<file path="config.mk">
export PLATFORM = sky130hd
export DESIGN_NAME = instr_fetch
export DESIGN_NICKNAME = d
export VERILOG_FILES = /design/src/rtl/mips_pkg.sv /design/src/rtl/Next_PC_Logic.sv /design/src/rtl/instr_fetch.sv
export SDC_FILE = /design/constraint.sdc
export NUM_CORES = 1
export LEC_CHECK = 0
export BUFFER_PORTS_ARGS = -buffer_cell sky130_fd_sc_hd__buf_2
export CORE_ASPECT_RATIO = 0.75
export CORE_MARGIN = 3
export CORE_UTILIZATION = 45
export CTS_CLUSTER_DIAMETER = 150
export DETAILED_ROUTE_END_ITERATION = 7
export GPL_TIMING_DRIVEN = 0
export PLACE_DENSITY = 0.82
export REMOVE_ABC_BUFFERS = 1
export SLEW_MARGIN = 0
export SYNTH_ARGS = -nofsm -noshare
export SYNTH_HDL_FRONTEND = slang
export SYNTH_SLANG_ARGS = --single-unit
</file>
<file path="constraint.sdc">
create_clock -name CLK -period 8.7 [get_ports CLK]
set_input_delay 0.435 -clock CLK [delete_from_list [all_inputs] [get_ports CLK]]
set_output_delay 0.435 -clock CLK [all_outputs]
set_load 0.005 [all_outputs]
</file>
<file path="src/rtl/mips_pkg.sv">
// Shared definitions for the MIPS fetch front end.
// Holds the fetch FSM encoding, the NOP word and the default reset PC.
package mips_pkg;

  typedef enum logic [1:0] {
    IDLE  = 2'd0,
    FETCH = 2'd1,
    ISSUE = 2'd2
  } fetch_state_e;

  localparam logic [31:0] MIPS_NOP_INSTR = 32'h0000_0000;
  localparam logic [31:0] MIPS_RESET_PC  = 32'h0000_0000;

endpackage

</file>
<file path="src/rtl/Next_PC_Logic.sv">
// Next-PC select: jump > taken branch > sequential PC + 4.
// Ports: PCPlus4, InstrIndex (Instr[25:0]), SignImm, Jump, PCSrc -> NextPC.
module Next_PC_Logic (
  input  logic [31:0] PCPlus4,
  input  logic [25:0] InstrIndex,
  input  logic [31:0] SignImm,
  input  logic        Jump,
  input  logic        PCSrc,
  output logic [31:0] NextPC
);

  logic [31:0] jump_target;
  logic [31:0] branch_target;
  logic [31:0] target;

  assign jump_target   = {PCPlus4[31:28], InstrIndex, 2'b00};
  assign branch_target = PCPlus4 + (SignImm << 2);

  always_comb begin
    target = PCPlus4;
    if (Jump) begin
      target = jump_target;
    end else if (PCSrc) begin
      target = branch_target;
    end
  end

  // Keep every fetch address word aligned.
  assign NextPC = {target[31:2], 2'b00};

endmodule

</file>
<file path="src/rtl/instr_fetch.sv">
// Instruction fetch stage: IDLE -> FETCH -> ISSUE loop with PC register.
// Ports: CLK, RST(n), PCSrc, Jump, SignImm, Stall, IMemAck, IMemRData ->
//        IMemReq, IMemAddr, Instr, InstrValid, PC, PCPlus4.
module instr_fetch
  import mips_pkg::*;
#(
  parameter logic [31:0] RESET_PC  = MIPS_RESET_PC,
  parameter logic [31:0] NOP_INSTR = MIPS_NOP_INSTR
) (
  input  logic        CLK,
  input  logic        RST,
  input  logic        PCSrc,
  input  logic        Jump,
  input  logic [31:0] SignImm,
  input  logic        Stall,
  input  logic        IMemAck,
  input  logic [31:0] IMemRData,
  output logic        IMemReq,
  output logic [31:0] IMemAddr,
  output logic [31:0] Instr,
  output logic        InstrValid,
  output logic [31:0] PC,
  output logic [31:0] PCPlus4
);

  localparam logic [31:0] RESET_PC_AL = {RESET_PC[31:2], 2'b00};

  fetch_state_e state;
  fetch_state_e state_next;
  logic [31:0]  next_pc;

  Next_PC_Logic u_next_pc (
    .PCPlus4    (PCPlus4),
    .InstrIndex (Instr[25:0]),
    .SignImm    (SignImm),
    .Jump       (Jump),
    .PCSrc      (PCSrc),
    .NextPC     (next_pc)
  );

  always_ff @(posedge CLK or negedge RST) begin
    if (!RST) begin
      state <= IDLE;
    end else begin
      state <= state_next;
    end
  end

  always_comb begin
    state_next = state;
    IMemReq    = 1'b0;
    unique case (state)
      IDLE: begin
        state_next = FETCH;
      end
      FETCH: begin
        IMemReq = 1'b1;
        if (IMemAck) begin
          state_next = ISSUE;
        end
      end
      ISSUE: begin
        if (!Stall) begin
          state_next = FETCH;
        end
      end
      default: begin
        state_next = IDLE;
      end
    endcase
  end

  // Acks outside FETCH fall through with no effect on PC or Instr.
  always_ff @(posedge CLK or negedge RST) begin
    if (!RST) begin
      PC         <= RESET_PC_AL;
      Instr      <= NOP_INSTR;
      InstrValid <= 1'b0;
    end else begin
      unique case (state)
        FETCH: begin
          if (IMemAck) begin
            Instr      <= IMemRData;
            InstrValid <= 1'b1;
          end
        end
        ISSUE: begin
          if (!Stall) begin
            PC         <= next_pc;
            Instr      <= NOP_INSTR;
            InstrValid <= 1'b0;
          end
        end
        default: begin
        end
      endcase
    end
  end

  assign IMemAddr = PC;
  assign PCPlus4  = PC + 32'd4;

endmodule

</file>
# After elaboration in Yosys (flattened, before gate mapping)

Cells that the tools add are included.
Widths: inputs -> output; s select.

Input bits: 70
Output and inout bits: 130
Register bits after elaboration: 65
Logic and storage cells: 28

Equal/unequal tests: 4
Reductions and logical operators: 5
Bitwise logic cells: 1
Mux-type cells: 12
Add/subtract/negate cells: 2

Operator list:

| operator              | number |
|---|---|
| $mux 32               | 4 |
| $pmux 32 s2           | 1 |
| $add 32x3->32 const B | 1 |
| $add 32x32->32        | 1 |
| $pmux 2 s3            | 1 |
| $mux 2                | 2 |
| $ne 2x2->1 const B    | 2 |
| $reduce_and 2->1      | 2 |
| $mux 1                | 3 |
| $reduce_and 3->1      | 1 |
| $eq 2x1->1 const B    | 1 |
| $eq 2x2->1 const B    | 1 |
| $logic_not 2->1       | 1 |
| $pmux 1 s2            | 1 |
| $reduce_bool 2->1     | 1 |
| $not 1->1             | 1 |

# Logic depth before layout (Yosys ltp)

Gate-level depths: netlist of the first run.

Word-level depth: 4
Mapped depth: 17
Mapped depth without buffers: 17

# Cells and area by module

Synthesis of the first run repeated with hierarchy kept, for this count alone.

Cells, all modules: 600
Area, all modules: 5505.3 sq um

By module, submodules not included:

| module        | instances | sequential area each (sq um) | area each (sq um) | cells each |
|---|---|---|---|---|
| instr_fetch   | 1         | 1676.6                       | 3286.9            | 267 |
| Next_PC_Logic | 1         | 0.0                          | 2218.4            | 333 |

# Least setup slack after synthesis of the first run

Ideal clock, no wire load.

Kind: register to register
Start point: register PC[2] (netlist: IMemAddr[2])
End point: register PC[31] (netlist: IMemAddr[31])
Cell stages (with the launch flop): 18
Data arrival time: 3.546 ns
Clock period less this slack: 3.625 ns
Setup time: 0.079 ns
Path slack: 5.075 ns
Buffers on the path: 1
Data required time: 8.621 ns
Cells stage by stage: dfrtp_1 ha_1 nand2_1 nor3_1 and2_1 nand4_1 xnor2_1 ha_1 buf_6 a21oi_4 o21ai_1 o31ai_1 a41oi_1 a211oi_2 xnor2_1 a211o_1 a21oi_2 xor2_1

Cells in the longest elaborated chain, start to end: 4

RTL lines:

| what                   | line                | RTL |
|---|---|---|
| start, declared        | instr_fetch.sv:22   | `output logic [31:0] PC,` |
| start signal, assigned | instr_fetch.sv:89   | `PC <= next_pc;` |
| $add 32x3->32          | instr_fetch.sv:101  | `assign PCPlus4 = PC + 32'd4;` |
| net PCPlus4[20]        | instr_fetch.sv:23   | `output logic [31:0] PCPlus4` |
| $add 32x32->32         | Next_PC_Logic.sv:17 | `assign branch_target = PCPlus4 + (SignImm << 2);` |
| $mux 32                | Next_PC_Logic.sv:23 | `end else if (PCSrc) begin` |
| $mux 32                | Next_PC_Logic.sv:21 | `if (Jump) begin` |

The timed path passes the listed nets, and every way through them passes these cells.
A chain may end at the register's enable or synchronous reset.

# Worst setup path in the final report of the first run

Start point: register PC[2] (netlist: IMemAddr[2])
End point: register PC[31] (netlist: IMemAddr[31])

Cells in the longest elaborated chain, start to end: 4

RTL lines:

| what              | line |
|---|---|
| $add 32x3->32 (*) | instr_fetch.sv:101 |
| $add 32x32->32    | Next_PC_Logic.sv:17 |
| $mux 32           | Next_PC_Logic.sv:23 |
| $mux 32 (*)       | Next_PC_Logic.sv:21 |

Every way passes the cells marked *; elsewhere a longest branch is shown, timed or not.

==> results of run 1 <==
==> registers in the layout, indices dropped and copies added (netlist names) <==
register    count
IMemAddr       30
Instr          32
InstrValid      1
state           2
==> final cells by class <==
type / instances / area [sq um]
inverters: 11 / 41.3
clock buffers: 10 / 239
well taps: 157 / 196
clock inverters: 6 / 70.1
multi-input cells: 493 / 3330
flip-flops and latches: 65 / 1630
repair buffers: 193 / 1000
fillers: 1031 / 4770
==> synthesized netlist by cell type (all sizes together), types with 3 or more instances <==
cell    number  area (sq um)
buf         41           307
a22o        32           280
and4         3          26.3
a221oi       3          26.3
nand2       68           255
a222oi       3          30.0
and3         9          56.3
o31ai        6          50.1
mux2i        8          80.1
xnor2       29           254
a211oi       7          57.6
nand2b       4          25.0
dfrtp       65          1630
nor2        49           184
or3          3          18.8
a41oi        3          33.8
nand4        6          37.5
a21oi       55           313
and2         4          25.0
o21ai       42           210
nand3       20           100
nor3         8          45.0
a21o        21           158
inv         10          37.5
clkbuf      18          67.6
o211ai       8          60.1
o22ai        3          18.8
a211o        3          26.3
ha          36           450
nor2b        6          40.0
xor2        22           193
==> worst max-delay path, delay by kind of cell, from the launching register on <==
family                     cells  cell delay, ns
AOI/OAI and AO/OA              7            1.53
and+or+nand+nor                4            1.14
xor gates and xnor gates       3            0.84
adders and majority gates      2            0.73
DFF                            1            0.42
==> through the flow <==
stage / worst slack (ns) / total power [mW]
3_3_place_gp: 4.12 / 1.96
5_1_grt: 3.73 / 2.58
3_5_place_dp: 4.18 / 2.00
4_1_cts: 4.14 / 2.39
2_1_floorplan: 5.05 / 1.43
6_report: 3.95 / 2.41
==> cells by family (layout without fill, tap and decap cells) <==
family | count (synthesis) | after routing
muxes | 9 | 9
other | 1 | 6
buffers and inverters | 70 | 220
DFF | 65 | 65
and+or+nand+nor | 186 | 186
AOI/OAI and AO/OA | 204 | 204
xor gates and xnor gates | 51 | 51
adders and majority gates | 37 | 37
==> routing by layer <==
layer,vias up,GRT usage,part of all wire,wire length [um]
li1,2531,-,-,-
met1,2522,0.372,0.44,7530
met2,306,0.369,0.43,7290
met3,32,0.0521,0.11,1900
met4,2,0.0589,0.018,302
met5,-,0,0.0012,20
==> power groups by stage <==
stage | sequential [mW] | clock, mW | combinational, mW
2_1_floorplan | 0.600 | 0 | 0.833
3_3_place_gp | 0.617 | 0 | 1.35
3_5_place_dp | 0.620 | 0 | 1.38
4_1_cts | 0.618 | 0.378 | 1.40
5_1_grt | 0.643 | 0.391 | 1.55
6_report | 0.626 | 0.374 | 1.41
==> cells in the final DEF, fill, tap and decap left out, drive strengths merged, types with 7 or more instances in the layout <==
master,n
nor3,8
a22o,32
o211ai,8
mux2i,8
dfrtp,65
and3,9
clkbuf,10
ha,36
buf,193
xor2,22
o21ai,42
a21oi,55
a211oi,7
nand3,20
nor2,49
inv,14
xnor2,29
a21o,21
nand2,68
==> worst max path at each step <==
stage                         endpoint  slack, ns  cells after the start
after floorplan           IMemAddr[31]       5.05                     16
final                     IMemAddr[31]       3.95                     16
after CTS                 IMemAddr[31]       4.14                     16
after global placement    IMemAddr[31]       4.12                     16
after detailed placement  IMemAddr[31]       4.18                     16
after global routing      IMemAddr[31]       3.73                     16
==> impl_metrics.csv, run 1 <==
group,metric,value,unit
timing,hold_viol,0,
timing,period_needed,4.75,ns
yosys,synth_top_family_by_area,"compound AO/OA/AOI/OAI gates",
yosys,post_synth_xor_area_fraction,0.0836,
floorplan,core-area,11300,sq um
yosys,synth_ff_type,"dfrtp_1",
outcome,outcome,"finished clean",
floorplan,dieHeight,100,um
global_route,grt_pass1_wl,26400,um
floorplan,placementRows,33,
route,via_per_inst,5.77,
route,drt-total-wl,17000,um
timing,fin_worst_skew,0.00710,ns
yosys,synthArstFlopShare,1.00,
timing,holdWs,0.208,ns
pwr,irDropWorstVdd,0.000202,V
setup_path,cp-startpoint,"IMemAddr[2]",
route,post_drt_wl_per_cell,18.2,um
placed_design,placed_cells,919,
timing,slew_headroom,0.145,
floorplan,initial_core_util,0.474,
yosys,yosys_warnings,0,
setup_path,crit_path_start_kind,"flip-flop",
pwr,swShare,0.462,
placed_design,port_buffers,191,
timing,rsz0062_at_grt,"no",
finish,final_cells,935,
clocking,max-clock-path-buffers,2,
timing,fin_crit_sh,0.545,
clocking,postCtsHoldBufs,0,
floorplan,die_w,132,um
yosys,netlist_area,5340,sq um
setup_path,crit_type,"flip-flop to flip-flop",
setup_path,end_kind,"flip-flop",
global_route,track_usage,0.249,
floorplan,fp.dieArea,13200,sq um
route,route.detailed.drc,0,
route,dr.pass1.iters,6,
setup_path,worstReg2RegEnd,"IMemAddr[31]",
clocking,clock_latency,0.33,ns
flow_run,drv_cap,0,
pwr,powerDensity,371,nW/um^2
setup_path,critPathSlowestCell,"nor3_1",
clocking,h-tree-depth,3,
timing,timing.fmax,211,MHz
setup_path,crit_chain,"ha_1 -> nand2_1 -> nor3_1 -> and2_1 -> nand4_1 -> xnor2_1 -> ha_1 -> a21oi_4 -> o21ai_1 -> o31ai_1 -> a41oi_1 -> a211oi_2 -> xnor2_1 -> a211o_1 -> a21oi_2 -> xor2_1",
yosys,ys_seq_elements,65,
yosys,muxShareOfSynthArea,0.0171,
finish,antenna_cells,0,
placed_design,routabilityCongestion,0.948,
timing,setup_tns,0,ns
pwr,clkPwrFrac,0.155,
global_route,grt_max_degree,66,
clocking,clk_pin_slew,0.06,ns
setup_path,worstPathRequired,8.95,ns
clocking,cts-buffers-inserted,9,
yosys,synth_compound_area_frac,0.268,
yosys,yosysUniqueCellTypes,65,
finish,final_net_count,880,
timing,slew_violations,0,
yosys,syn_area_per_cell,8.58,sq um
finish,final_util,0.577,
pwr,p_seq_frac,0.259,
clocking,post_cts_buffers,0,
worst_hold_path,worstHoldPathType,"input pin to async pin",
route,vias,5393,
clocking,clock-sinks,65,
clocking,root_buffer,"clkbuf_16",
yosys,synth_seq_area_share,0.304,
pwr,p_sw,1.12,mW
placed_design,place_hpwl,13000,um
route,postRouteAntennaNets,0,
yosys,synthAdderAreaFrac,0.0881,
setup_path,cpPeakStageDelay,0.53,ns
pwr,internal_power,1.30,mW
timing,setup_viol,0,
setup_path,ff2ff_setup_slack,3.95,ns
finish,drive_above_1_share,0.294,
setup_path,worst_ep_arrival_time,5.00,ns
global_route,gr-total-overflow,0,
pwr,power.leakage,3.30,nW
global_route,grt_antenna_before_repair,1,
yosys,synth-edff-count,0,
timing,worst_slew_pin_slew,1.28,ns
setup_path,cp_max_fo,8,
setup_path,crit-reg2reg-launch,"IMemAddr[2]",
pwr,p_comb_frac,0.586,
finish,fin_area,6500,sq um
floorplan,ioPinCount,200,
setup_path,r2r.worst_path.cells,16,
finish,syn_to_final_growth,21.7,%
yosys,synthCells,623,
clocking,cts_tree,"done",
placed_design,place_area,6190,sq um
clocking,cts_resized,0,
route,drtIter0Drc,588,
global_route,grt_pass1_vias,4832,
yosys,synth_simple_gate_area_frac,0.160,
Power figures use the tool's default switching activity.
==> run 2, diff against run 1 <==
ABC_AREA = 1   (was unset)
clock period = 4.2 ns   (was 8.7 ns; I/O delays follow)
==> impl_metrics.csv, run 2 <==
group,metric,value,unit
outcome,outcome,"finished, violations left",
outcome,violations,"negative hold slack",
yosys,yosysMostFrequentCell,"nand2_1",
clocking,h-tree-depth,3,
timing,rsz0062_at_grt,"no",
global_route,gr-total-overflow,0,
yosys,muxShareOfSynthArea,0,
timing,fin_crit_sh,0.861,
yosys,synth_ff_type,"dfrtp_1",
timing,setup_tns,0,ns
finish,multiInputGateArea,3980,sq um
pwr,irDropWorstVdd,0.000386,V
floorplan,placementRows,37,
route,postRouteAntennaNets,0,
yosys,synth_top_area_frac,0.247,
setup_path,worst_ep_arrival_time,3.87,ns
yosys,yosys-top-cells-area,"dfrtp_1 (25%), nand2_1 (19%), nand3_1 (9.2%)",
yosys,synth_top_family_by_area,"simple AND/OR/NAND/NOR gates",
route,drtIter0Drc,674,
flow_run,drv_cap,0,
timing,hold_viol,15,
yosys,yosys_warnings,0,
finish,regArea,1630,sq um
route,via_per_inst,5.20,
timing,slew_violations,0,
yosys,synth_seq_area_share,0.247,
placed_design,routabilityCongestion,0.958,
timing,period_needed,3.62,ns
timing,worst_slew_pin_slew,1.33,ns
finish,syn_to_final_growth,17.6,%
setup_path,ff2ff_setup_slack,0.58,ns
global_route,grt_pass1_wl,34400,um
yosys,ys_seq_elements,65,
finish,largest_reg_flops,32,
floorplan,core-area,14000,sq um
yosys,post_synth_xor_area_fraction,0.0356,
finish,final_net_count,1309,
clocking,root_buffer,"clkbuf_16",
yosys,synth_largest_area_cell,"dfrtp_1",
pwr,swShare,0.516,
finish,regMostFlops,"Instr",
global_route,grt_antenna_before_repair,0,
yosys,synthAdderAreaFrac,0.0716,
placed_design,place_hpwl,17400,um
timing,timing.fmax,276,MHz
finish,drive_above_1_share,0.205,
yosys,synthArstFlopShare,1.00,
floorplan,dieHeight,111,um
finish,antenna_cells,0,
clocking,clk_pin_slew,0.06,ns
setup_path,r2r.worst_path.cells,17,
finish,final_cells,1402,
yosys,synthCells,1058,
setup_path,crit-reg2reg-launch,"IMemAddr[2]",
finish,fin_area,7730,sq um
clocking,cts_resized,0,
global_route,grt_pass1_vias,6578,
timing,holdWs,-0.0328,ns
pwr,internal_power,2.80,mW
pwr,p_seq_frac,0.228,
route,post_drt_wl_per_cell,15.4,um
clocking,cts-buffers-inserted,9,
floorplan,die_w,146,um
clocking,clock_latency,0.33,ns
clocking,postCtsHoldBufs,0,
finish,mostFrequentLayoutCells,"nand2_1 (329), buf_2 (190), inv_1 (161)",
clocking,cts_tree,"done",
floorplan,ioPinCount,200,
clocking,max-clock-path-buffers,2,
setup_path,end_kind,"flip-flop",
setup_path,worstReg2RegEnd,"IMemAddr[23]",
pwr,power.leakage,4.49,nW
yosys,netlist_area,6570,sq um
setup_path,cp_max_fo,6,
placed_design,placed_cells,1386,
clocking,clock-sinks,65,
yosys,synth_common_cells,"nand2_1 (329), inv_1 (161), nand3_1 (121)",
pwr,powerDensity,747,nW/um^2
setup_path,crit_type,"flip-flop to flip-flop",
setup_path,worstPathRequired,4.45,ns
route,vias,7294,
pwr,p_sw,2.98,mW
pwr,clkPwrFrac,0.131,
floorplan,fp.dieArea,16100,sq um
yosys,synth-edff-count,0,
timing,setup_viol,0,
route,dr.pass1.iters,5,
floorplan,initial_core_util,0.470,
yosys,synth_compound_area_frac,0.110,
finish,fillers,1413,
pwr,p_comb_frac,0.641,
placed_design,place_area,7430,sq um
route,route.detailed.drc,0,
global_route,track_usage,0.264,
yosys,syn_area_per_cell,6.21,sq um
setup_path,crit_path_start_kind,"flip-flop",
placed_design,port_buffers,191,
timing,fin_worst_skew,0.00612,ns
global_route,grt_max_degree,79,
worst_hold_path,worstHoldPathType,"input pin to async pin",
yosys,yosysUniqueCellTypes,45,
timing,slew_headroom,0.116,
yosys,synth_simple_gate_area_frac,0.384,
finish,layout_commonest_cell,"nand2_1",
clocking,post_cts_buffers,0,
route,drt-total-wl,21600,um
[run 2: cell type report]
class                      count  area share
multi-input combinational    770       0.514
sequential                    65       0.210
clock inverter                 5     0.00712
tap                          195      0.0316
clock buffer                  11      0.0314
inverter                     164      0.0796
timing repair buffer         192       0.126
[run 2: per-stage QoR]
stage | setup WS (ns) | total power, mW | util
finish | 0.583 | 5.78 | 0.553
global route | 0.399 | 6.36 | 0.553
CTS | 0.768 | 5.76 | 0.553
detailed placement | 0.788 | 4.98 | 0.532
global placement | 0.195 | 4.91 | 0.530
floorplan | 1.45 | 3.57 | -
[run 2: worst max path at each step]
stage,end,cells past startpoint,slack (ns),start
2_1_floorplan,Instr[0],4,1.45,state[1]
3_3_place_gp,Instr[27],5,0.20,state[0]
3_5_place_dp,IMemAddr[22],16,0.79,IMemAddr[2]
4_1_cts,IMemAddr[22],16,0.77,IMemAddr[2]
5_1_grt,IMemAddr[22],16,0.40,IMemAddr[2]
6_report,IMemAddr[23],17,0.58,IMemAddr[2]
[run 2: cells by family after synthesis]
kind of cell	after synthesis
AND/OR/NAND/NOR	576
buffers and inverters	228
AO/OA/AOI/OAI	126
flip-flops	65
adder cells (fa/ha/maj)	37
XOR/XNOR	25
other	1
[run 2: worst max-delay path, cell delays in order, from the launching register on]
cell and delay (ns):
dfrtp_1 0.48, ha_1 0.42, nand3_1 0.22, inv_1 0.12, nand3_1 0.08, nand2_1 0.10, inv_1 0.10, ha_1 0.41
nand2_1 0.10, inv_1 0.09, nand2_1 0.10, nor3_1 0.50, nand3_1 0.30, nand3_1 0.14, nand2_1 0.06, nand3_1 0.07
nand2_1 0.09, a21boi_1 0.15
[run 2: power by group through the flow]
stage	Clock (mW)	Sequential, mW	Combinational [mW]
2_1_floorplan	0	1.27	2.29
6_report	0.758	1.32	3.70
3_3_place_gp	0	1.31	3.60
3_5_place_dp	0	1.32	3.66
4_1_cts	0.765	1.31	3.68
5_1_grt	0.800	1.38	4.18
[run 2: per-layer routing]
layer	routed length, um	vias up	track usage
li1	-	3601	-
met2	9080	396	0.394
met5	0	-	0
met1	9840	3275	0.400
met3	2510	22	0.0527
met4	202	0	0.0398
